[config.mk]
export PLATFORM = sky130hd
export DESIGN_NAME = grf_sb
export DESIGN_NICKNAME = d
export VERILOG_FILES = /design/src/rtl/grf_sb.sv
export SDC_FILE = /design/constraint.sdc
export NUM_CORES = 2
export LEC_CHECK = 0
export ABC_CLOCK_PERIOD_IN_PS = 34800
export CORE_ASPECT_RATIO = 0.6
export CORE_MARGIN = 3
export CORE_UTILIZATION = 45
export CTS_CLUSTER_DIAMETER = 30
export CTS_CLUSTER_SIZE = 40
export DETAILED_ROUTE_END_ITERATION = 7
export PLACE_DENSITY_LB_ADDON = 0.08
export SLEW_MARGIN = 5
export SYNTH_ARGS = -nofsm -noshare
export SYNTH_HDL_FRONTEND = slang
export SYNTH_SLANG_ARGS = --single-unit
[constraint.sdc]
create_clock -name clk -period 34.8 [get_ports clk]
set_input_delay 3.48 -clock clk [delete_from_list [all_inputs] [get_ports clk]]
set_output_delay 3.48 -clock clk [all_outputs]
set_load 0.02 [all_outputs]
[src/rtl/grf_sb.sv]
// General register file with combinational forwarded reads and a per-register
// pending-write scoreboard that reports read readiness and accepts destination reservations.
module grf_sb #(
  parameter int DATA_W    = 32,
  parameter int ADDR_W    = 5,
  parameter int READ_NUM  = 2,
  parameter int WRITE_NUM = 1,
  parameter int ALLOC_NUM = 1,
  parameter int PEND_W    = 2
) (
  input  logic                                clk,
  input  logic                                reset,
  input  logic [READ_NUM-1:0][ADDR_W-1:0]     radds,
  output logic [READ_NUM-1:0][DATA_W-1:0]     rdatas,
  output logic [READ_NUM-1:0]                 rrdy,
  input  logic [WRITE_NUM-1:0]                wes,
  input  logic [WRITE_NUM-1:0][ADDR_W-1:0]    wadds,
  input  logic [WRITE_NUM-1:0][DATA_W-1:0]    wdatas,
  input  logic [ALLOC_NUM-1:0]                alloc_vld,
  input  logic [ALLOC_NUM-1:0][ADDR_W-1:0]    alloc_adds,
  output logic [ALLOC_NUM-1:0]                alloc_rdy,
  output logic                                err
);

  localparam int DEPTH = 1 << ADDR_W;
  // Wide enough for a counter value plus every same-cycle alloc or retire.
  localparam int NUM_W = PEND_W + $clog2(WRITE_NUM + ALLOC_NUM + 1) + 1;
  typedef logic [NUM_W-1:0] num_t;
  localparam num_t CNT_MAX = num_t'((1 << PEND_W) - 1);

  logic [DATA_W-1:0] regs    [DEPTH];
  logic [PEND_W-1:0] cnt     [DEPTH];
  logic [PEND_W-1:0] cnt_nxt [DEPTH];
  logic              err_hit;
  logic [ALLOC_NUM-1:0][PEND_W-1:0] alloc_cur;

  // Number of enabled write ports targeting address a (caller excludes r0).
  function automatic num_t count_writes(
    input logic [ADDR_W-1:0]                 a,
    input logic [WRITE_NUM-1:0]              we,
    input logic [WRITE_NUM-1:0][ADDR_W-1:0]  wa
  );
    num_t n;
    n = '0;
    for (int j = 0; j < WRITE_NUM; j++) begin
      if (we[j] && (wa[j] == a)) n = n + num_t'(1);
    end
    return n;
  endfunction

  // Lower-index ports claim counter headroom first; same-cycle retirements
  // are deliberately not credited.
  function automatic logic [ALLOC_NUM-1:0] grant_allocs(
    input logic [ALLOC_NUM-1:0]              vld,
    input logic [ALLOC_NUM-1:0][ADDR_W-1:0]  adds,
    input logic [ALLOC_NUM-1:0][PEND_W-1:0]  cur
  );
    logic [ALLOC_NUM-1:0] g;
    num_t                 same;
    g = '0;
    for (int k = 0; k < ALLOC_NUM; k++) begin
      same = '0;
      for (int m = 0; m < k; m++) begin
        if (g[m] && (adds[m] == adds[k])) same = same + num_t'(1);
      end
      g[k] = vld[k] && ((adds[k] == '0) ||
                        ((num_t'(cur[k]) + same + num_t'(1)) <= CNT_MAX));
    end
    return g;
  endfunction

  // Read ports: storage value overridden by the highest matching write port.
  always_comb begin
    for (int i = 0; i < READ_NUM; i++) begin
      rdatas[i] = regs[radds[i]];
      for (int j = 0; j < WRITE_NUM; j++) begin
        if (wes[j] && (wadds[j] == radds[i])) rdatas[i] = wdatas[j];
      end
      if (radds[i] == '0) rdatas[i] = '0;
      rrdy[i] = (radds[i] == '0) ||
                (num_t'(cnt[radds[i]]) <= count_writes(radds[i], wes, wadds));
    end
  end

  // Handshake: alloc_vld[k] requests a reservation; alloc_rdy[k] is its
  // combinational acceptance, and the reservation takes effect only when
  // both are high at a rising edge. alloc_rdy never asserts without alloc_vld.
  always_comb begin
    for (int k = 0; k < ALLOC_NUM; k++) alloc_cur[k] = cnt[alloc_adds[k]];
  end

  assign alloc_rdy = grant_allocs(alloc_vld, alloc_adds, alloc_cur);

  // Counter next state: cnt + accepted allocs - min(cnt, retires).
  always_comb begin
    num_t ret;
    num_t add;
    num_t cur;
    num_t dec;
    err_hit = 1'b0;
    ret     = '0;
    add     = '0;
    cur     = '0;
    dec     = '0;
    cnt_nxt[0] = '0;
    for (int r = 1; r < DEPTH; r++) begin
      ret = count_writes(ADDR_W'(r), wes, wadds);
      add = '0;
      for (int k = 0; k < ALLOC_NUM; k++) begin
        if (alloc_rdy[k] && (alloc_adds[k] == ADDR_W'(r))) add = add + num_t'(1);
      end
      cur = num_t'(cnt[r]);
      if (ret > cur) begin
        err_hit = 1'b1;
        dec     = cur;
      end else begin
        dec     = ret;
      end
      cnt_nxt[r] = PEND_W'(cur + add - dec);
    end
  end

  always_ff @(posedge clk or posedge reset) begin
    if (reset) begin
      for (int r = 0; r < DEPTH; r++) begin
        regs[r] <= '0;
        cnt[r]  <= '0;
      end
      err <= 1'b0;
    end else begin
      for (int r = 0; r < DEPTH; r++) cnt[r] <= cnt_nxt[r];
      if (err_hit) err <= 1'b1;
      // Ascending order so the highest port wins an address conflict.
      for (int j = 0; j < WRITE_NUM; j++) begin
        if (wes[j] && (wadds[j] != '0)) regs[wadds[j]] <= wdatas[j];
      end
    end
  end

endmodule

==> summary.txt <==
Critical path
  – RR Endpoint: cnt[7]
  – Buf/Inv on CP: 5
  – Crit. End Element: output pin
  – CP arrival: 8.12 ns
  – Largest delay share family, worst path: buffers and inverters
  – CP max stage delay: 1.00 ns
  – R2R depth: 10
  – Reg2reg setup slack: 31.34 ns
  – Critical path class: primary input to output pin
  – Crit path required time: 31.32 ns
  – CP max stage cell: nor3_2
  – CP cell instances: clkdlybuf4s50_1 > buf_4 > inv_1 > and2_1 > nor3_2 > buf_4 > a221o_1 > clkdlybuf4s50_1
  – Worst r2r src: cnt[52]
  – Crit path max fanout: 16
  – Crit path from: radds[3]
  – Crit start category: primary input

STA
  – Max Slew Vio Count: 0
  – Final hold vios: 0
  – Final worst path period need: 11.60 ns
  – Final TNS setup: 0 ns
  – Final worst-path cycle share: 33.3%
  – Slew at the pin closest to its max-slew limit: 1.27 ns
  – Max Fclk: 86.2 MHz
  – RSZ-0062 raised after global routing: false
  – Final hold slack: 0.393 ns
  – # setup viols final: 0
  – Slew HR: 15.1%
  – Final worst clock skew: 0.0215 ns

Route
  – DRT iter0 DRCs: 4188
  – Vias per std cell: 6.53
  – ANT nets after route: 0
  – Drt pass-1 iters: 5
  – Routed wire length per instance: 34.3 µm
  – # DRC: 0
  – Total Wirelength: 211000 µm
  – Vias: 40229

Synthesis
  – Gate Count Post-Synth: 4213
  – Async set-reset flop share out of synthesis: 100%
  – #FFs+latches synth: 1087
  – Number of synthesized flops with an enable pin: 0
  – Register area share after synthesis: 44.6%
  – Largest family of logic cells by synthesized area: multiplexers
  – Synth Area in XOR/XNOR: 1.03%
  – Syn Area/Cell: 14.5 µm²
  – Top_reg_cell synth: dfrtp_1
  – Mapped cell area: 61000 µm²
  – Dominant cell type by area after synthesis: dfrtp_1
  – Multiplexer share of the synthesized area: 41.7%
  – Synth area leaders: dfrtp_1, mux4_2, mux2_2
  – Simple-gate portion of the synthesized area: 2.78%
  – YS warnings: 0
  – Syn_nets: 4364
  – Synth top area share: 44.6%
  – Post-synthesis compound-gate area fraction: 4.11%
  – Yosys cell types: 62
  – Adder-Cell Fraction of Synth Area: 1.95%

Outcome
  – Status: finished, final reports clean

Pwr
  – Static leakage: 30.3 nW
  – Final Power: 0.00480 W
  – Pwr Density: 68.0 nW/µm²
  – Peak VDD IR: 0.0000417 V
  – Register share of total power: 36.9%
  – Sw Ratio: 28.7%
  – Combinational share of power: 20.9%
  – Internal power: 0.00342 W
  – Clock share of power: 42.2%
  – Psw: 0.00138 W

CTS
  – Clk sink count: 1087
  – Max H-tree Level: 4
  – Clk root buf: clkbuf_16
  – Inserted Clock Buffers: 195
  – Clk pin slew, worst setup/hold paths: 0.05 ns
  – Clock Latency Late Sink: 0.79 ns
  – Clock Tree Buf Depth: 3
  – CTS tree: done
  – Post-CTS Setup Inserts: 0
  – Post-CTS Hold Buffers: 0
  – PostCTS Resize Cnt: 0

Placed design
  – GPL Wtd Cong: 0.830
  – Post-Place Cell Area: 63600 µm²
  – Dpl hpwl: 117000 µm
  – Buffers on Ports: 123

GRT
  – First-pass GRT wire length: 306000 µm
  – Largest net degree at the start of global routing: 168
  – Initial antenna violation count: 5
  – Gr usage total: 30.4%
  – GR Overflow Total: 0
  – Vias in the first global route: 40537

Floorplanning
  – Row Count: 103
  – Die Width: 481 µm
  – Core ar.: 133000 µm²
  – Top Ports: 124
  – Initial core utilization: 45.8%
  – Die Y: 291 µm
  – DIE AREA: 140000 µm²

Flow run
  – Max_cap viols: 0

Worst hold path
  – Min-Delay Path Class: flip-flop to flip-flop
  – Hold Startpoint: regs[1010]
  – Hold depth: 0
  – Hold endpoint: regs[1010]

Finish
  – Design area: 70500 µm²
  – NumNets Final: 4361
  – Syn-to-layout area delta: 15.7%
  – Share of cells above drive strength 1: 47.4%
-- placed cells by master (no fill, tap or decap), drive strengths merged, types with 5 or more instances in the layout --
cell	count
a211oi	36
a21oi	32
a221o	31
a221oi	51
a22oi	6
a311oi	7
a31oi	12
a32oi	5
and3	11
buf	130
bufinv	30
clkbuf	242
clkdlybuf4s50	114
clkinv	41
clkinvlp	30
dfrtp	1087
ha	95
inv	78
mux2	1016
mux2i	195
mux4	533
nand2	113
nand2b	5
nand3	29
nand3b	14
nor2	76
nor2b	23
nor3	42
nor3b	8
nor4	9
o21ai	97
o22ai	42
or2	6
xnor2	72
-- cell type report --
cell class | instances | area (µm²)
Fill cell | 11063 | 62500
Multi-Input combinational cell | 2622 | 31700
Sequential cell | 1087 | 27200
Clock buffer | 241 | 5320
Tap cell | 1785 | 2230
Timing Repair Buffer | 245 | 2220
Clock inverter | 120 | 1620
Inverter | 59 | 234
Antenna cell | 1 | 2.50
-- flip-flops by register name, summed over array words and instances, names as in the netlist --
name / cells
cnt: 62
err: 1
regs: 1024
-- layer usage --
metal / vias up / share of wire, % / track usage [%]
li1: 16344 / - / -
met1: 21821 / 46 / 46.9
met2: 1751 / 43 / 42.4
met3: 309 / 8.6 / 7.69
met4: 4 / 2.6 / 8.02
met5: - / 0.012 / 0
-- through the flow --
stage / worst slack [ns] / cells / util [%]
floorplan: 0.717 / 4213 / -
global placement: 23.18 / 5797 / 47.8
detailed placement: 23.27 / 5797 / 47.8
CTS: 23.26 / 6158 / 53.0
global route: 23.08 / 6160 / 53.0
finish: 23.20 / 6160 / 53.0
-- power by group through the flow --
stage	Clock (W)	Sequential (W)	Combinational, W
2_1_floorplan	0	0.00170	0.000767
6_report	0.00202	0.00177	0.00100
3_3_place_gp	0	0.00177	0.000978
5_1_grt	0.00212	0.00180	0.00108
4_1_cts	0.00205	0.00176	0.00100
3_5_place_dp	0	0.00178	0.000998
-- kinds of logic after synthesis --
logic type / count (synthesis)
AO/OA/AOI/OAI: 358
multiplexers: 1744
XOR/XNOR: 72
flip-flops: 1087
buffers and inverters: 504
AND/OR/NAND/NOR: 353
adder cells (fa/ha/maj): 95
-- cell usage after synthesis (all sizes together), types with 5 or more instances --
library cell	n
nand3	29
nand3b	14
a221oi	51
clkbuf	278
or2	6
mux2i	195
a32oi	5
nor2	76
mux4	533
nor4	9
xnor2	72
a31oi	12
buf	167
a21oi	32
inv	57
nor3	42
nor3b	8
a211oi	36
nand2	113
a311oi	7
o21ai	97
a221o	31
dfrtp	1087
mux2	1016
and3	11
nor2b	23
a22oi	6
nand2b	5
ha	95
o22ai	42
-- worst max-delay path by stage --
stage	to	slack, ns	depth (start not counted)
CTS	rdatas[20]	23.26	9
global placement	rdatas[20]	23.18	9
detailed placement	rdatas[20]	23.27	9
floorplan	cnt[0]	0.72	1
global route	rdatas[20]	23.08	9
finish	rdatas[22]	23.20	8
(Power assumes the default switching activity.)
